===== config.mk =====
export PLATFORM = sky130hd
export DESIGN_NAME = rr_grant_arbiter8
export DESIGN_NICKNAME = d
export VERILOG_FILES = /design/src/rtl/rr_grant_arbiter8.sv
export SDC_FILE = /design/constraint.sdc
export NUM_CORES = 1
export LEC_CHECK = 0
export BUFFER_PORTS_ARGS = -buffer_cell sky130_fd_sc_hd__buf_2
export CAP_MARGIN = 10
export CORE_MARGIN = 5
export CORE_UTILIZATION = 53
export DETAILED_ROUTE_END_ITERATION = 8
export PLACE_DENSITY_LB_ADDON = 0.08
export SYNTH_ARGS = -nofsm -noshare
export SYNTH_HDL_FRONTEND = slang
export SYNTH_SLANG_ARGS = --single-unit

===== constraint.sdc =====
create_clock -name clk -period 3.7 [get_ports clk]
set_input_delay 0.555 -clock clk [delete_from_list [all_inputs] [get_ports clk]]
set_output_delay 0.555 -clock clk [all_outputs]
set_load 0.01 [all_outputs]

===== src/rtl/rr_grant_arbiter8.sv =====
// rtl/rr_grant_arbiter8.sv - round-robin arbiter for 8 requesters with grant hold timeout
// Registered one-hot grant plus encoded index; rotating priority pointer follows the last grant.
module rr_grant_arbiter8 #(
    parameter int MAX_HOLD = 16,
    parameter int CNT_W    = 5
) (
    input  logic       clk,
    input  logic       rst_n,
    input  logic       en,
    input  logic [7:0] req,
    output logic [7:0] gnt,
    output logic [2:0] gnt_id,
    output logic       gnt_valid,
    output logic       timeout
);

    typedef enum logic [1:0] {IDLE, GRANT, RELEASE} state_t;

    localparam logic [CNT_W-1:0] HOLD_LAST = CNT_W'((MAX_HOLD == 0) ? 0 : MAX_HOLD - 1);
    localparam logic [CNT_W-1:0] HOLD_SAT  = '1;

    state_t           state_q, state_d;
    logic [2:0]       ptr_q, ptr_d;
    logic [CNT_W-1:0] hold_q, hold_d;
    logic [7:0]       gnt_q, gnt_d;
    logic [2:0]       gnt_id_q, gnt_id_d;
    logic             valid_q, valid_d;
    logic             timeout_q, timeout_d;

    logic             found;
    logic [2:0]       pick;

    // First set request bit scanning upward from ptr and wrapping past 7.
    always_comb begin
        found = 1'b0;
        pick  = 3'd0;
        for (int i = 0; i < 8; i++) begin
            if (!found && req[ptr_q + 3'(i)]) begin
                found = 1'b1;
                pick  = ptr_q + 3'(i);
            end
        end
    end

    always_comb begin
        state_d   = state_q;
        ptr_d     = ptr_q;
        hold_d    = hold_q;
        gnt_d     = gnt_q;
        gnt_id_d  = gnt_id_q;
        valid_d   = valid_q;
        timeout_d = 1'b0;
        case (state_q)
            IDLE: begin
                if (en && found) begin
                    gnt_d    = 8'b1 << pick;
                    gnt_id_d = pick;
                    valid_d  = 1'b1;
                    hold_d   = '0;
                    state_d  = GRANT;
                end
            end
            GRANT: begin
                if (hold_q != HOLD_SAT) hold_d = hold_q + 1'b1;
                // A dropped request takes precedence, so a coincident timeout is not flagged.
                if (!req[gnt_id_q] || (MAX_HOLD != 0 && hold_q == HOLD_LAST)) begin
                    gnt_d     = 8'd0;
                    valid_d   = 1'b0;
                    ptr_d     = gnt_id_q + 3'd1;
                    state_d   = RELEASE;
                    timeout_d = req[gnt_id_q];
                end
            end
            RELEASE: state_d = IDLE;
            default: state_d = IDLE;
        endcase
    end

    always_ff @(posedge clk or negedge rst_n) begin
        if (!rst_n) begin
            state_q   <= IDLE;
            ptr_q     <= 3'd0;
            hold_q    <= '0;
            gnt_q     <= 8'd0;
            gnt_id_q  <= 3'd0;
            valid_q   <= 1'b0;
            timeout_q <= 1'b0;
        end else begin
            state_q   <= state_d;
            ptr_q     <= ptr_d;
            hold_q    <= hold_d;
            gnt_q     <= gnt_d;
            gnt_id_q  <= gnt_id_d;
            valid_q   <= valid_d;
            timeout_q <= timeout_d;
        end
    end

    assign gnt       = gnt_q;
    assign gnt_id    = gnt_id_q;
    assign gnt_valid = valid_q;
    assign timeout   = timeout_q;

endmodule


Word-level counts from Yosys, hierarchy flattened
Index checks and enable logic that the tools add are counted.
{ "totals": {"reg_bits": 23, "in_bits": 11, "out_inout_bits": 13, "elab_cells": 104} }
{ "op_classes": {"n_addsub": 9, "order_cmp": 9, "eq_ne": 6, "shift": 1, "n_mux": 48, "n_reduce_logical": 24} }
{ "op_table": {"columns": ["operator", "count"], "rows": [
  ["$lt A3 B4 Y1 const B", 9],
  ["$bmux W1 S3", 9],
  ["$mux W3", 8],
  ["$mux W1", 21],
  ["$mux W8", 2],
  ["$pmux W8 S2", 1],
  ["$add A3 B3 Y3 const B", 4],
  ["$mux W5", 2],
  ["$pmux W5 S2", 1],
  ["$logic_and A1 B1 Y1", 8],
  ["$logic_not A1 Y1", 8],
  ["$shl A1 B3 Y8 const A", 1],
  ["$add A3 B1 Y3 const B", 2],
  ["$add A3 B2 Y3 const B", 2],
  ["$ne A2 B2 Y1 const B", 3],
  ["$reduce_and A2 Y1", 3],
  ["$reduce_and A3 Y1", 2],
  ["$add A5 B1 Y5 const B", 1],
  ["$eq A5 B4 Y1 const B", 1],
  ["$ne A5 B5 Y1 const B", 1],
  ["$mux W2", 2],
  ["$pmux W2 S2", 1],
  ["$eq A2 B1 Y1 const B", 1],
  ["$logic_not A2 Y1", 1],
  ["other kinds (3)", 3]
]} }

Longest topological paths before layout
{ "logic_depth": {"word_depth": 27, "ltp_mapped": 14, "mapped_depth_nobuf": 9} }

Worst setup path after synthesis
Ideal clock, no wire load.
{ "synth_timing": {"path_type": "flip-flop to flip-flop", "from": "reg ptr_q[1]", "to": "reg hold_q[4]", "setup_ps": 127, "arrival_ps": 3739, "required_ps": 3573, "path_slack_ps": -166, "path_stages_with_launch": 14, "n_path_buf": 4, "period_less_slack_ps": 3866, "cell_sequence": "dfrtp_1 -> buf_2 -> buf_1 -> inv_1 -> ha_1 -> buf_6 -> buf_6 -> mux2_4 -> mux4_2 -> o32ai_4 -> nand4b_4 -> o311ai_4 -> o21a_4 -> mux2_1"} }
{ "synth_via": {"elab_chain_len": 27, "word_cells_on_any_way": 48, "classes_between": "7 x add/sub; 1 x eq/ne; 24 x mux; 16 x reduce/logical"} }
{ "synth_lines": {"columns": ["item", "line_no", "text"], "rows": [
  ["start, declared", "23", "logic [2:0] ptr_q, ptr_d;"],
  ["start signal, assigned", "90", "ptr_q <= ptr_d;"],
  ["branches (longest 23 deep; another with $add A3 B1 Y3)", null, null],
  ["$mux W1 (*)", "38", "if (!found && req[ptr_q + 3'(i)]) begin"],
  ["$logic_and A1 B1 Y1 (*)", "55", "if (en && found) begin"],
  ["$ne A2 B2 Y1 (no source line) (*)", null, null],
  ["$reduce_and A3 Y1 (no source line) (*)", null, null],
  ["end signal, assigned", "91", "hold_q <= hold_d;"],
  ["end, declared", "24", "logic [CNT_W-1:0] hold_q, hold_d;"]
]} }
Every way passes the cells marked *. The select of a mux whose other input is x is not followed.
A chain may end at the register's enable or synchronous reset.

Final worst setup path
{ "layout_timing": {"from": "reg ptr_q[1]", "to": "reg gnt_q[5], in the netlist gnt[5]"} }
{ "layout_via": {"elab_chain_len": 27, "word_cells_on_any_way": 59, "classes_between": "7 x add/sub; 1 x eq/ne; 1 x shift; 34 x mux; 16 x reduce/logical"} }
{ "layout_lines": {"columns": ["item", "line_no", "text"], "rows": [
  ["branches (longest 27 deep; another with $add A3 B1 Y3)", null, null],
  ["end signal, assigned", "92", "gnt_q <= gnt_d;"],
  ["end, declared", "25", "logic [7:0] gnt_q, gnt_d;"]
]} }
Parallel ways; which one is timed is not known. The select of a mux whose other input is x is not followed.

==> summary.md <==
| Metric | Value |
|---|---|
| Hold crit path type | input pin to asynchronous set/reset pin |
| Yosys warns | 0 |
| Synth area leader | dfrtp_1 |
| Post-DP HPWL | 3840 µm |
| Cells after Synth | 196 |
| Synthesized flop and latch total | 23 |
| Hold Violations, Final | 0 |
| Req. time, crit path | 3.85 ns |
| Drt pass-1 iters | 4 |
| Most frequent cells after synthesis | dfrtp_1, mux4_2, nand2_1, mux2_2, o21ai_0 |
| Period Utilization, post-route | 94.9% |
| Setup TNS | 0 ns |
| Reg-to-reg slack, setup | 0.19 ns |
| Internal Power | 1280 µW |
| Nets | 236 |
| Count leader, synth | dfrtp_1 |
| Max-cap violations | 0 |
| Core Box Area | 3910 µm² |
| Max Clk Rate | 0.285 GHz |
| Top FF cell, synth | dfrtp_1 |
| # clock sinks | 23 |
| Initial antenna violation count | 0 |
| Share of power burned in registers | 17.8% |
| Post-layout minimum cycle time | ~3.5 ns |
| Routed length per instance | 18.8 µm |
| # diodes | 0 |
| Clock Latency Late Sink | around 0.26 ns |
| Leakage power | approximately 0.0010 µW |
| Height of the die | 73.0 µm |
| CTS clk-pin slew, worst paths | around 0.080 ns |
| Worst setup path class | flop to flop |
| Top Ports | 24 |
| Buffers on Ports | 23 |
| Syn Area/Cell | ~11 µm² |
| Total global-route track usage | between 20% and 30% |
| Switching share of power | 48.4% |
| Critical path startpoint | ptr_q[1] |
| R2R depth | 10 |
| Worst Skew | approximately 0.0026 ns |
| Pin count of the biggest net entering global routing | 24 |
| Synth cell types | 53 |
| Placer Congestion | 0.968 |
| Core Rows | 23 |
| Die X | 73.0 µm |
| Register area share after synthesis | between 20% and 30% |
| Gr ovfl total | 0 |
| Post-Place Cells | between 200 and 300 |
| Slew Viols, Final | 0 |
| ANT nets after route | 0 |
| Post-Syn Nets | between 200 and 250 |
| Critical path destination | gnt[5] |
| Initial Utilization | between 50% and 60% |
| Logic pwr share | around three quarters |
| Status | completed |
| Final wirelength | around 5000 µm |
| Mapped cell area | between 2000 and 2500 µm² |
| First-pass GRT wire length | 8510 µm |
| Final core occ | 59.2% |
| Initial DRC count | 148 |
| Setup violators final | 0 |
| CTS Buf Count | 3 |
| Layout cells sized above 1 | 32.6% |
| Vias | around 1700 |
| RR Startpoint | ptr_q[1] |
| CTS tree | done |
| Number of global-route vias before repair | 1766 |
| Reg2reg end | gnt[5] |
| Final Cell Area | 2320 µm² |
| Worst EP arrival | 3.66 ns |
| Clock share of power | 6.1% |
| Placed cell area | 2270 µm² |
| Top post-synthesis cells by area | dfrtp_1, mux4_2, mux2_2, ha_1, mux2i_1 |
| Unrepaired setup endpoints after global routing | no |
| Clock Path Buffers | 2 |
| Die area | 5330 µm² |
| Worst relative slew slack | 48.1% |
| Clk root buf | clkbuf_8 |
| Ys async rst share | 100% |
| DRC Markers | 0 |
| Setup crit start kind | flop |
| Number of synthesized flops with an enable pin | 0 |
| NetSw | 1200 µW |
| Power density over cell area | 1070 nW/µm² |
| Top cell type's share of synthesized area | 27.3% |
| Worst-Margin Slew | 0.776 ns |
| CP max FO | 17 |
| Vias per cell | 6.50 |
| Worst vdd rail ir drop | about 0.46 mV |
| Worst setup EP type | flop |
| H-tree Lvls | 1 |
| Final Non-Filler Cells | about 270 |
| Layout area overhead | 10.0% |
cell families after synthesis:
kind of cell / count (synthesis) / synth area share (%)
xor gates and xnor gates: 5 / 2.08
and+or+nand+nor: 52 / 14.0
AOI/OAI and AO/OA: 52 / 19.6
adders and majority gates: 6 / 3.56
muxes: 37 / 28.6
DFF: 23 / 27.3
buffers and inverters: 21 / 4.81
how the worst min path moves through the flow:
stage | from | endpoint | slack, ns | cells past startpoint
after floorplan | rst_n | gnt[0] | 0.26 | 0
after global placement | gnt_valid | gnt_valid | 0.46 | 2
after detailed placement | gnt_valid | gnt_valid | 0.46 | 2
after CTS | rst_n | gnt[7] | 0.27 | 1
after global routing | rst_n | ptr_q[1] | 0.29 | 1
final | rst_n | gnt[3] | 0.26 | 1
routing by layer:
| metal | wire [µm] | track usage [%] |
|---|---|---|
| met1 | 2200 | 28.1 |
| met2 | 2500 | 33.0 |
| met3 | 294 | 3.99 |
| met4 | 53 | 2.87 |
| met5 | 0 | 0 |
flip-flops by register name (all words and copies together), names as in the netlist:
signal / count
gnt: 8
hold_q: 5
gnt_id: 3
ptr_q: 3
state_q: 2
gnt_valid: 1
timeout: 1
through the flow:
| stage | power, µW | hold slack, ns | setup WS, ns |
|---|---|---|---|
| CTS | 2460 | 0.273 | 0.0964 |
| floorplan | 1930 | 0.259 | 0.00446 |
| global route | 2680 | 0.292 | 0.0530 |
| detailed placement | 2300 | 0.459 | 0.111 |
| global placement | 2250 | 0.461 | 0.241 |
| finish | 2470 | 0.257 | 0.190 |
power by group through the flow:
stage               Sequential [µW]  Combinational [µW]  Clock (µW)
global route                    454                2050         169
CTS                             438                1870         157
detailed placement              444                1860           0
floorplan                       432                1490           0
finish                          439                1880         151
global placement                439                1810           0
what timing repair did:
action	in CTS	in global routing
gates resized for setup	0	1
hold buffers	0	0
buffers inserted	0	0
endpoints found under the setup margin	0	4
area by class of cell:
class | instances | area (µm²)
Tap cell | 50 | 62.6
Multi-Input combinational cell | 152 | 1430
Clock inverter | 1 | 5.00
Fill cell | 342 | 1600
Clock buffer | 3 | 41.3
Timing Repair Buffer | 30 | 168
Sequential cell | 23 | 576
Inverter | 9 | 33.8
cell usage in the layout, fill, tap and decap left out, types with 4 or more instances in the layout:
cell type and n:
mux4_2 17, a221oi_1 4, inv_1 8, dfrtp_1 23, buf_4 7, nand2b_1 4
a21oi_1 9, nor2_1 8, nand3_1 5, xnor2_1 4, buf_2 23, a32o_1 5
nand2_1 13, ha_1 5, o31ai_1 6, mux2_2 11, o21ai_0 10, mux2i_1 7
critical path: stages, from the launching register on:
cell      delay [ns]
dfrtp_1         0.35
inv_1           0.06
ha_2            0.51
mux2_2          0.43
mux4_2          0.50
o32ai_4         0.34
nand4b_4        0.18
o311ai_4        0.35
buf_4           0.25
o21ba_1         0.19
a32o_1          0.23
Note: power is estimated with default switching activity, not from simulation.
